==> config.mk <==
export PLATFORM = sky130hd
export DESIGN_NAME = wave_seq_ctrl_flat
export DESIGN_NICKNAME = d
export VERILOG_FILES = /design/src/rtl/wave_pkg.sv /design/src/rtl/wave_seq_ctrl_if.sv /design/src/rtl/wave_shadow_regs.sv /design/src/rtl/wave_seq_ctrl.sv /design/src/flat_wrapper.sv
export SDC_FILE = /design/constraint.sdc
export NUM_CORES = 1
export LEC_CHECK = 0
export CAP_MARGIN = 0
export CORE_MARGIN = 1.5
export CORE_UTILIZATION = 53
export CTS_CLUSTER_DIAMETER = 80
export DETAILED_ROUTE_END_ITERATION = 6
export PLACE_DENSITY = 0.9
export SYNTH_ARGS = -nofsm -noshare
export SYNTH_HDL_FRONTEND = slang
export SYNTH_SLANG_ARGS = --single-unit
export TNS_END_PERCENT = 10
==> constraint.sdc <==
create_clock -name i_clk -period 2.25 [get_ports i_clk]
set_input_delay 0.45 -clock i_clk [delete_from_list [all_inputs] [get_ports i_clk]]
set_output_delay 0.45 -clock i_clk [all_outputs]
set_load 0.02 [all_outputs]
==> src/rtl/wave_pkg.sv <==
// -----------------------------------------------------------------------------
// wave_pkg
// Shared definitions for the wave generator configuration/start-up sequencer:
// sequencer state encoding, shadow register field codes, channel geometry and
// a small state classification helper.
// -----------------------------------------------------------------------------
package wave_pkg;

  // Channel geometry of the generator datapath.
  localparam int NUM_CH   = 4;
  localparam int CH_W     = 16;
  localparam int CH_IDX_W = 2;

  // Field codes carried in wr_addr[1:0]; code 3 is reserved and ignored.
  localparam logic [1:0] FLD_AMP = 2'd0;
  localparam logic [1:0] FLD_OFS = 2'd1;
  localparam logic [1:0] FLD_PHW = 2'd2;

  typedef enum logic [2:0] {
    ST_IDLE   = 3'd0,
    ST_LOAD   = 3'd1,
    ST_RESYNC = 3'd2,
    ST_START  = 3'd3,
    ST_RUN    = 3'd4,
    ST_ERR    = 3'd5
  } state_e;

  // States in which the sequencer is bringing the generator up.
  function automatic logic is_busy(input state_e s);
    return (s == ST_LOAD) || (s == ST_RESYNC) || (s == ST_START);
  endfunction

endpackage

==> src/rtl/wave_seq_ctrl_if.sv <==
// -----------------------------------------------------------------------------
// wave_seq_ctrl_if
// Bundle of the sequencer's configuration bus, control requests and the
// generator-facing handshake.
//   master : drives wr_en/wr_addr/wr_data, commit, stop, wg_activeout
//   slave  : the sequencer; drives the active register images, wg_reset,
//            wg_activein and the busy/running/error/commit_dropped status
// -----------------------------------------------------------------------------
interface wave_seq_ctrl_if;
  import wave_pkg::*;

  logic                     wr_en;
  logic [3:0]               wr_addr;
  logic [CH_W-1:0]          wr_data;
  logic                     commit;
  logic                     stop;
  logic [NUM_CH*CH_W-1:0]   amps;
  logic [NUM_CH*CH_W-1:0]   offsets;
  logic [NUM_CH*CH_W-1:0]   phasewords;
  logic                     wg_reset;
  logic                     wg_activein;
  logic                     wg_activeout;
  logic                     busy;
  logic                     running;
  logic                     error;
  logic                     commit_dropped;

  modport master (
    output wr_en, wr_addr, wr_data, commit, stop, wg_activeout,
    input  amps, offsets, phasewords, wg_reset, wg_activein,
           busy, running, error, commit_dropped
  );

  modport slave (
    input  wr_en, wr_addr, wr_data, commit, stop, wg_activeout,
    output amps, offsets, phasewords, wg_reset, wg_activein,
           busy, running, error, commit_dropped
  );

endinterface

==> src/rtl/wave_shadow_regs.sv <==
// -----------------------------------------------------------------------------
// wave_shadow_regs
// 4 channels x 3 fields x 16-bit shadow register file with an atomic copy into
// the active registers that drive the generator.
//   i_clk, i_reset : clock, synchronous active-high reset
//   i_wr_en        : write strobe for the shadow file
//   i_wr_addr      : [3:2] channel, [1:0] field (3 = reserved, no effect)
//   i_wr_data      : write data
//   i_load         : copy all shadow fields into the active registers
//   o_amps, o_offsets, o_phasewords : active images, channel k at [16k+15:16k]
// -----------------------------------------------------------------------------
module wave_shadow_regs
  import wave_pkg::*;
(
  input  logic                   i_clk,
  input  logic                   i_reset,
  input  logic                   i_wr_en,
  input  logic [3:0]             i_wr_addr,
  input  logic [CH_W-1:0]        i_wr_data,
  input  logic                   i_load,
  output logic [NUM_CH*CH_W-1:0] o_amps,
  output logic [NUM_CH*CH_W-1:0] o_offsets,
  output logic [NUM_CH*CH_W-1:0] o_phasewords
);

  // Packed per channel so the flat output slice k is channel k.
  logic [NUM_CH-1:0][CH_W-1:0] r_shd_amp, r_shd_ofs, r_shd_phw;
  logic [NUM_CH-1:0][CH_W-1:0] r_act_amp, r_act_ofs, r_act_phw;
  logic [CH_IDX_W-1:0]         w_ch;
  logic [1:0]                  w_fld;

  assign w_ch  = i_wr_addr[3:2];
  assign w_fld = i_wr_addr[1:0];

  // Shadow file: write-decoded by field, reserved field leaves all untouched.
  always_ff @(posedge i_clk) begin
    if (i_reset) begin
      r_shd_amp <= '0;
      r_shd_ofs <= '0;
      r_shd_phw <= '0;
    end else if (i_wr_en) begin
      case (w_fld)
        FLD_AMP: r_shd_amp[w_ch] <= i_wr_data;
        FLD_OFS: r_shd_ofs[w_ch] <= i_wr_data;
        FLD_PHW: r_shd_phw[w_ch] <= i_wr_data;
        default: ;
      endcase
    end
  end

  // Active file: loaded from the pre-edge shadow, so a write in the load
  // cycle only reaches the shadow.
  always_ff @(posedge i_clk) begin
    if (i_reset) begin
      r_act_amp <= '0;
      r_act_ofs <= '0;
      r_act_phw <= '0;
    end else if (i_load) begin
      r_act_amp <= r_shd_amp;
      r_act_ofs <= r_shd_ofs;
      r_act_phw <= r_shd_phw;
    end
  end

  assign o_amps       = r_act_amp;
  assign o_offsets    = r_act_ofs;
  assign o_phasewords = r_act_phw;

endmodule

==> src/rtl/wave_seq_ctrl.sv <==
// -----------------------------------------------------------------------------
// wave_seq_ctrl
// Configuration and start-up sequencer for the four-channel wave generator.
// A commit copies the shadow registers into the active ones (LOAD), holds the
// generator in reset for RESET_CYCLES cycles (RESYNC), then raises activein
// and waits for activeout (START). RUN on success, sticky error (ERR) when
// activeout does not arrive within FILL_TIMEOUT cycles.
//   i_clk   : system clock, rising edge
//   i_reset : synchronous active-high reset
//   bus     : wave_seq_ctrl_if.slave (config writes, commit/stop, generator
//             handshake, active register images and status)
// -----------------------------------------------------------------------------
module wave_seq_ctrl
  import wave_pkg::*;
#(
  parameter int RESET_CYCLES = 4,
  parameter int FILL_TIMEOUT = 16,
  parameter int CNT_W        = 8
) (
  input  logic           i_clk,
  input  logic           i_reset,
  wave_seq_ctrl_if.slave bus
);

  localparam logic [CNT_W-1:0] RST_LAST  = CNT_W'(RESET_CYCLES - 1);
  localparam logic [CNT_W-1:0] FILL_LAST = CNT_W'(FILL_TIMEOUT - 1);
  localparam logic [CNT_W-1:0] CNT_MAX   = {CNT_W{1'b1}};

  state_e           r_state, w_state_nxt;
  logic [CNT_W-1:0] r_cnt, w_cnt_nxt, w_cnt_inc;
  logic             w_load, w_commit_drop;
  logic             w_nxt_active;
  logic             r_wg_reset, r_activein, r_busy, r_running;
  logic             r_error, r_commit_dropped;

  // Saturating increment: the counter never wraps.
  assign w_cnt_inc = (r_cnt == CNT_MAX) ? r_cnt : r_cnt + CNT_W'(1);

  // The copy happens at the end of the single LOAD cycle.
  assign w_load = (r_state == ST_LOAD);

  // A commit is lost while busy, or when it collides with stop.
  assign w_commit_drop = bus.commit && (bus.stop || is_busy(r_state));

  // Generator is released from reset and fed in START and RUN.
  assign w_nxt_active = (w_state_nxt == ST_START) || (w_state_nxt == ST_RUN);

  // Next-state and counter decode.
  always_comb begin
    w_state_nxt = r_state;
    w_cnt_nxt   = r_cnt;
    case (r_state)
      ST_IDLE, ST_RUN, ST_ERR: begin
        if (bus.commit) begin
          w_state_nxt = ST_LOAD;
        end else begin
          w_state_nxt = r_state;
        end
      end
      ST_LOAD: begin
        w_state_nxt = ST_RESYNC;
      end
      ST_RESYNC: begin
        if (r_cnt == RST_LAST) begin
          w_state_nxt = ST_START;
        end else begin
          w_cnt_nxt = w_cnt_inc;
        end
      end
      ST_START: begin
        w_cnt_nxt = w_cnt_inc;
        if (bus.wg_activeout) begin
          w_state_nxt = ST_RUN;
        end else if (r_cnt == FILL_LAST) begin
          w_state_nxt = ST_ERR;
        end else begin
          w_state_nxt = ST_START;
        end
      end
      default: begin
        w_state_nxt = ST_IDLE;
      end
    endcase
    // Stop overrides everything, including a same-cycle commit.
    if (bus.stop) begin
      w_state_nxt = ST_IDLE;
    end else begin
      w_state_nxt = w_state_nxt;
    end
    // Every state is entered with a cleared counter.
    if (w_state_nxt != r_state) begin
      w_cnt_nxt = '0;
    end else begin
      w_cnt_nxt = w_cnt_nxt;
    end
  end

  // State, counter and outputs registered from the next state so each output
  // reflects the state it is visible in.
  always_ff @(posedge i_clk) begin
    if (i_reset) begin
      r_state          <= ST_IDLE;
      r_cnt            <= '0;
      r_wg_reset       <= 1'b1;
      r_activein       <= 1'b0;
      r_busy           <= 1'b0;
      r_running        <= 1'b0;
      r_error          <= 1'b0;
      r_commit_dropped <= 1'b0;
    end else begin
      r_state          <= w_state_nxt;
      r_cnt            <= w_cnt_nxt;
      r_wg_reset       <= !w_nxt_active;
      r_activein       <= w_nxt_active;
      r_busy           <= is_busy(w_state_nxt);
      r_running        <= (w_state_nxt == ST_RUN);
      r_commit_dropped <= w_commit_drop;
      // Sticky: set on timeout, cleared only by a fresh LOAD, kept over stop.
      if (w_state_nxt == ST_ERR) begin
        r_error <= 1'b1;
      end else if (w_state_nxt == ST_LOAD) begin
        r_error <= 1'b0;
      end else begin
        r_error <= r_error;
      end
    end
  end

  wave_shadow_regs u_shadow (
    .i_clk        (i_clk),
    .i_reset      (i_reset),
    .i_wr_en      (bus.wr_en),
    .i_wr_addr    (bus.wr_addr),
    .i_wr_data    (bus.wr_data),
    .i_load       (w_load),
    .o_amps       (bus.amps),
    .o_offsets    (bus.offsets),
    .o_phasewords (bus.phasewords)
  );

  assign bus.wg_reset       = r_wg_reset;
  assign bus.wg_activein    = r_activein;
  assign bus.busy           = r_busy;
  assign bus.running        = r_running;
  assign bus.error          = r_error;
  assign bus.commit_dropped = r_commit_dropped;

endmodule

==> src/flat_wrapper.sv <==
// flat-port wrapper written by rule: the top's interface ports become plain ports
module wave_seq_ctrl_flat import wave_pkg::*;
#(
  parameter int RESET_CYCLES = 4,
  parameter int FILL_TIMEOUT = 16,
  parameter int CNT_W        = 8
)
  (i_clk, i_reset, bus_wr_en, bus_wr_addr, bus_wr_data, bus_commit, bus_stop, bus_wg_activeout, bus_amps, bus_offsets, bus_phasewords, bus_wg_reset, bus_wg_activein, bus_busy, bus_running, bus_error, bus_commit_dropped);
  wave_seq_ctrl_if bus_i ();
  input  logic i_clk;
  input  logic i_reset;
  input wire logic [$bits(bus_i.wr_en)-1:0] bus_wr_en;
  input wire logic [$bits(bus_i.wr_addr)-1:0] bus_wr_addr;
  input wire logic [$bits(bus_i.wr_data)-1:0] bus_wr_data;
  input wire logic [$bits(bus_i.commit)-1:0] bus_commit;
  input wire logic [$bits(bus_i.stop)-1:0] bus_stop;
  input wire logic [$bits(bus_i.wg_activeout)-1:0] bus_wg_activeout;
  output wire logic [$bits(bus_i.amps)-1:0] bus_amps;
  output wire logic [$bits(bus_i.offsets)-1:0] bus_offsets;
  output wire logic [$bits(bus_i.phasewords)-1:0] bus_phasewords;
  output wire logic [$bits(bus_i.wg_reset)-1:0] bus_wg_reset;
  output wire logic [$bits(bus_i.wg_activein)-1:0] bus_wg_activein;
  output wire logic [$bits(bus_i.busy)-1:0] bus_busy;
  output wire logic [$bits(bus_i.running)-1:0] bus_running;
  output wire logic [$bits(bus_i.error)-1:0] bus_error;
  output wire logic [$bits(bus_i.commit_dropped)-1:0] bus_commit_dropped;
  assign bus_i.wr_en = bus_wr_en;
  assign bus_i.wr_addr = bus_wr_addr;
  assign bus_i.wr_data = bus_wr_data;
  assign bus_i.commit = bus_commit;
  assign bus_i.stop = bus_stop;
  assign bus_i.wg_activeout = bus_wg_activeout;
  assign bus_amps = bus_i.amps;
  assign bus_offsets = bus_i.offsets;
  assign bus_phasewords = bus_i.phasewords;
  assign bus_wg_reset = bus_i.wg_reset;
  assign bus_wg_activein = bus_i.wg_activein;
  assign bus_busy = bus_i.busy;
  assign bus_running = bus_i.running;
  assign bus_error = bus_i.error;
  assign bus_commit_dropped = bus_i.commit_dropped;
  wave_seq_ctrl #(.RESET_CYCLES(RESET_CYCLES), .FILL_TIMEOUT(FILL_TIMEOUT), .CNT_W(CNT_W)) u_core (.i_clk(i_clk), .i_reset(i_reset), .bus(bus_i));
endmodule
# Word-level counts from Yosys, hierarchy flattened
# Index checks and enable logic that the tools add are counted.
[totals]
out_inout_bits = 198
register_bits = 401
[classes]
n_mux = 16
order_cmp = 2
addsub = 1
n_reduce_logical = 19
n_eq_ne = 17
[op_table]
columns = ["operator", "n"]
rows = [
  ["$bwmux W64", 3],
  ["$demux W16 S2", 1],
  ["$mux W16", 1],
  ["$mux W8", 2],
  ["$pmux W8 S2", 1],
  ["$mux W3", 5],
  ["$eq A3 B2 Y1 const B", 4],
  ["$eq A3 B3 Y1 const B", 4],
  ["$pmux W3 S4", 1],
  ["$add A8 B1 Y8 const B", 1],
  ["$eq A8 B2 Y1 const B", 1],
  ["$eq A8 B4 Y1 const B", 1],
  ["$eq A8 B8 Y1 const B", 1],
  ["$reduce_and A2 Y1", 4],
  ["$eq A3 B1 Y1 const B", 2],
  ["$logic_or A1 B1 Y1", 6],
  ["$reduce_bool A2 Y1", 2],
  ["$logic_not A3 Y1", 1],
  ["$lt A2 B3 Y1 const B", 1],
  ["$ne A3 B3 Y1", 1],
  ["$reduce_or A3 Y1", 1],
  ["$eq A2 B1 Y1 const B", 1],
  ["$eq A2 B2 Y1 const B", 1],
  ["$ge A2 B1 Y1 const B", 1],
  ["other kinds (6)", 8],
]

# Longest topological paths before layout
[logic_depth]
ltp_word = 8
ltp_mapped = 7
mapped_depth_nobuf = 6

# Cells and area by module
# Synthesis repeated with hierarchy kept, for this count alone.
[hier_totals]
hier_cells = 1392
hier_area_um2 = 15072.0
[modules_own_cells]
columns = ["mod", "seq_area_each_um2", "area_each_um2", "instances", "cells_per_inst"]
rows = [
  ["wave_shadow_regs", 7687.4, 14212.4, 1, 1289],
  ["wave_seq_ctrl", 340.3, 859.6, 1, 103],
]

# Worst setup path after synthesis
# No wires, ideal clock.
[synth_path]
kind = "flip-flop to flip-flop"
start = "register u_core.r_cnt[0]"
end = "register u_core.r_cnt[0]"
stages_incl_launch_ff = 7
arrival_ns = 1.574
setup_ns = 0.128
path_buffers = 0
path_slack_ns = 0.547
path_cell_list = "dfxtp_1 > ha_1 > or4b_1 > nor2_1 > nor4_1 > o31ai_4 > nor2_1"
[synth_via]
elab_chain_cells = 7
elab_cells_between_ends = 16
[synth_lines]
columns = ["element", "line_no", "text"]
rows = [
  ["start: declaration", "wave_seq_ctrl.sv:30", "logic [CNT_W-1:0] r_cnt, w_cnt_nxt, w_cnt_inc;"],
  ["start signal: assignment", "wave_seq_ctrl.sv:112", "r_cnt <= w_cnt_nxt;"],
  ["$eq A8 B4 Y1", "wave_seq_ctrl.sv:74", "end else if (r_cnt == FILL_LAST) begin"],
  ["$mux W3", "wave_seq_ctrl.sv:74", ""],
  ["$mux W3", "wave_seq_ctrl.sv:72", "if (bus.wg_activeout) begin"],
  ["$pmux W3 S4", "wave_seq_ctrl.sv:52", "case (r_state)"],
  ["$mux W3", "wave_seq_ctrl.sv:85", "if (bus.stop) begin"],
  ["$ne A3 B3 Y1", "wave_seq_ctrl.sv:91", "if (w_state_nxt != r_state) begin"],
  ["$reduce_or A2 Y1 (no source line)", "--", ""],
]
# Parallel ways exist; a longest one is shown, timed or not. The select of a mux whose other input is x is not followed.
# A chain may end at the register's enable or synchronous reset.

# Final worst setup path
[layout_path]
start = "register u_core.u_shadow.r_act_ofs, in the netlist u_core.u_shadow.o_offsets[11]"
end = "output bus_offsets[11]"
[layout_rtl]
columns = ["element", "line_no", "text"]
rows = [
  ["start: declaration", "wave_shadow_regs.sv:28", "logic [NUM_CH-1:0][CH_W-1:0] r_act_amp, r_act_ofs, r_act_phw;"],
  ["start signal: assignment", "wave_shadow_regs.sv:60", "r_act_ofs <= r_shd_ofs;"],
  ["end: declaration", "flat_wrapper.sv:19", "output wire logic [$bits(bus_i.offsets)-1:0] bus_offsets;"],
]
# No word-level cell between the ends.

==> impl_results.md <==
- Critical Path Start Type: flip-flop
- Switching portion of total power: 0.218
- Worst vdd ir: 0.000614 V
- Setup TNS: 0 ns
- Internal: 0.0114 W
- Worst Path Buf+Inv: 1
- Async SR Flop Fraction: 0
- Gr usage total: 0.294
- Via count: 13,000
- Tcrit/Tclk final: 0.891
- Max-slew violation count: 0
- Area delta synth->final: 27.9%
- CP max FO: 2
- Initial antenna violation count: 1
- Vias per std cell: 5.56
- CTS tree: yes
- Root Driver: clkbuf_16
- Largest net degree at the start of global routing: between 200 and 250
- Chip Width: roughly 170 um
- Sink Count: 401
- Initial core utilization: 0.541
- Post-synth EDFFs: 0
- Max-Cap Viols: 0
- Crit path DAT: between 1.5 and 2 ns
- Setup violations, final: 0
- Pwr/cell area: 806 nW/um^2
- Distinct cells, synth: 44
- Sequential power share: 0.493
- Worst path cell trace: clkdlybuf4s50_1
- Clock tree buffer depth: 3
- First-pass GRT wire length: 65.1 mm
- CTS resizes: 0
- Port-buffer cells: 223
- Worst-path clk slew: 0.06 ns
- H-tree levels: 2
- Die area: 27,700 um^2
- Worst min-delay path class: in -> reg
- First-pass iteration count of the detailed router: 7
- RSZ-0062 raised after global routing: false
- Clock latency on the worst-skew pair: between 0.5 and 0.6 ns
- Register area share after synthesis: 0.568
- Total CTS buffers: 39
- # nets final: 2,011
- Die Span Y: 166 um
- Area of the mapped netlist: 14,100 um^2
- Starting DRT DRC Count: around 1,400
- Status: complete, but fails checks
- Highest Clock Rate: between 400 and 500 MHz
- Synth warnings: 0
- Tot Pwr: 0.0146 W
- Critical path capture point type: output pin
- Core box area: 26,100 um^2
- DR WL/cell: between 15 and 20 um
- Crit path max-delay cell type: clkdlybuf4s50_1
- Number of global-route vias before repair: 12,600
- Share of the synthesized area in the top cell type: 0.568
- Violated checks: design-rule violations
- Seq cells post-synth: 401
- Reg2reg setup slack: 0.28 ns
- Crit Path Category: reg -> out
- Cts hold-fix bufs: 0
- Antenna Nets Post-Route: 0
- Clock share of power: 0.463
- Setup Buffers After CTS: 0
- Slowest Stage Delay on Critical Path: 0.64 ns
- Delay-heaviest family, CP: buffers and inverters
- Top-count cell post-synth: nand2_1
- Top Usage Layer GRT: met2
- Residual DRC: 19
- Slew headroom: 0.304
- Routability Congestion: 0.815
- P_leak: 5.96 nW
- Synth Flop Type: dfxtp_1
- Post-detail-place hpwl: 25.0 mm
- M1 GR Usage: 0.367
- Worst Setup Slack, final: 0.245 ns
- Pre-CTS setup slack: 0.00124 ns
- Syn nets: 1,832
- Layout cell share with drive strength beyond 1: 0.0652
- Met3 Use GR: 0.0505
- Synth area leader: dfxtp_1
- Final hold vios: 0
- Logic pwr share: 0.044
- GR Layer Usage met2: 0.502
- Avg Cell Area, Syn: 7.83 um^2
- I/O pin total: 224
- Final Skew: 0.0113 ns
- Switching power: 0.00318 W
- Final min period: 2.01 ns
- Total global routing overflow: 0
- Site row count: 59
- Syn Inst Count: between 1,500 and 2,000
- Commonest cells in the netlist: nand2_1 (782), dfxtp_1 (401), a21oi_1 (390)
- Least-Margin Pin Slew: 1.04 ns
- Routed WL: 41.4 mm
- Largest cells by area after synthesis: dfxtp_1 (57%), nand2_1 (21%), a21oi_1 (14%)
- Worst endpoint required time: about 1.8 ns
[per-stage QoR]
step	hold slack (ns)	std cells	util	instance area, um^2
4_1_cts	0.133	2345	0.692	18100
3_3_place_gp	0.436	2278	0.642	16800
5_1_grt	0.150	2346	0.692	18100
3_5_place_dp	0.445	2278	0.642	16800
6_report	0.144	2346	0.692	18100
2_1_floorplan	0.432	1805	-	14100
[registers in the layout, summed over array words and instances, names as in the netlist]
signal / cells
u_core.bus.busy: 1
u_core.u_shadow.r_shd_amp: 64
u_core.u_shadow.o_offsets: 64
u_core.bus.running: 1
u_core.u_shadow.r_shd_phw: 64
u_core.r_state: 3
u_core.bus.commit_dropped: 1
u_core.r_cnt: 8
u_core.u_shadow.o_phasewords: 64
u_core.u_shadow.o_amps: 64
u_core.bus.wg_reset: 1
u_core.bus.error: 1
u_core.bus.wg_activein: 1
u_core.u_shadow.r_shd_ofs: 64
[logic make-up after synthesis]
logic type | share of synthesized area
adder cells (fa/ha/maj) | 0.000885
multiplexers | 0.00283
buffers and inverters | 0.0389
AO/OA/AOI/OAI | 0.145
XOR/XNOR | 0.00372
flip-flops | 0.568
AND/OR/NAND/NOR | 0.241
[final timing paths]
kind / start / end / cells after the start
max: u_core.u_shadow.o_offsets[11] / bus_offsets[11] / 1
min: i_reset / u_core.r_state[2] / 2
max reg2reg: u_core.r_cnt[0] / u_core.r_cnt[7] / 6
min reg2reg: u_core.u_shadow.r_shd_phw[46] / u_core.u_shadow.o_phasewords[46] / 2
[power groups by stage]
stage	Clock [W]	Sequential, W	Combinational, W
detailed placement	0	0.00735	0.000622
floorplan	0	0.00735	0.000350
global placement	0	0.00734	0.000609
CTS	0.00680	0.00719	0.000627
global route	0.00711	0.00719	0.000677
finish	0.00675	0.00719	0.000636
[cell usage in the layout (no fill, tap or decap), types with 3 or more instances in the layout]
cell type,n
nand2_1,781
dfxtp_1,401
a21oi_1,390
clkdlybuf4s50_1,222
clkbuf_16,39
buf_4,38
nor2_1,25
buf_12,11
clkbuf_8,9
nand2b_1,8
clkbuf_1,8
nor3_1,5
bufinv_16,5
mux2i_1,4
nor3_2,4
xnor2_1,4
nor2_2,3
nor2b_1,3
nand3_1,3
inv_6,3
[routing by layer]
| layer | wire (um) | share of wire |
|---|---|---|
| met4 | 1600 | 0.039 |
| met2 | 19800 | 0.48 |
| met1 | 16400 | 0.40 |
| met3 | 3590 | 0.087 |
| met5 | 0 | 0 |
[area by class of cell]
type	instances	area (um^2)
Antenna cell	1	2.50
Fill cell	1996	8040
Multi-Input combinational cell	1269	5570
Tap cell	335	419
Clock buffer	56	1130
Timing Repair Buffer	272	2740
Sequential cell	401	8030
Clock inverter	11	194
Inverter	1	3.75
Note: power is estimated with default switching activity, not from simulation.
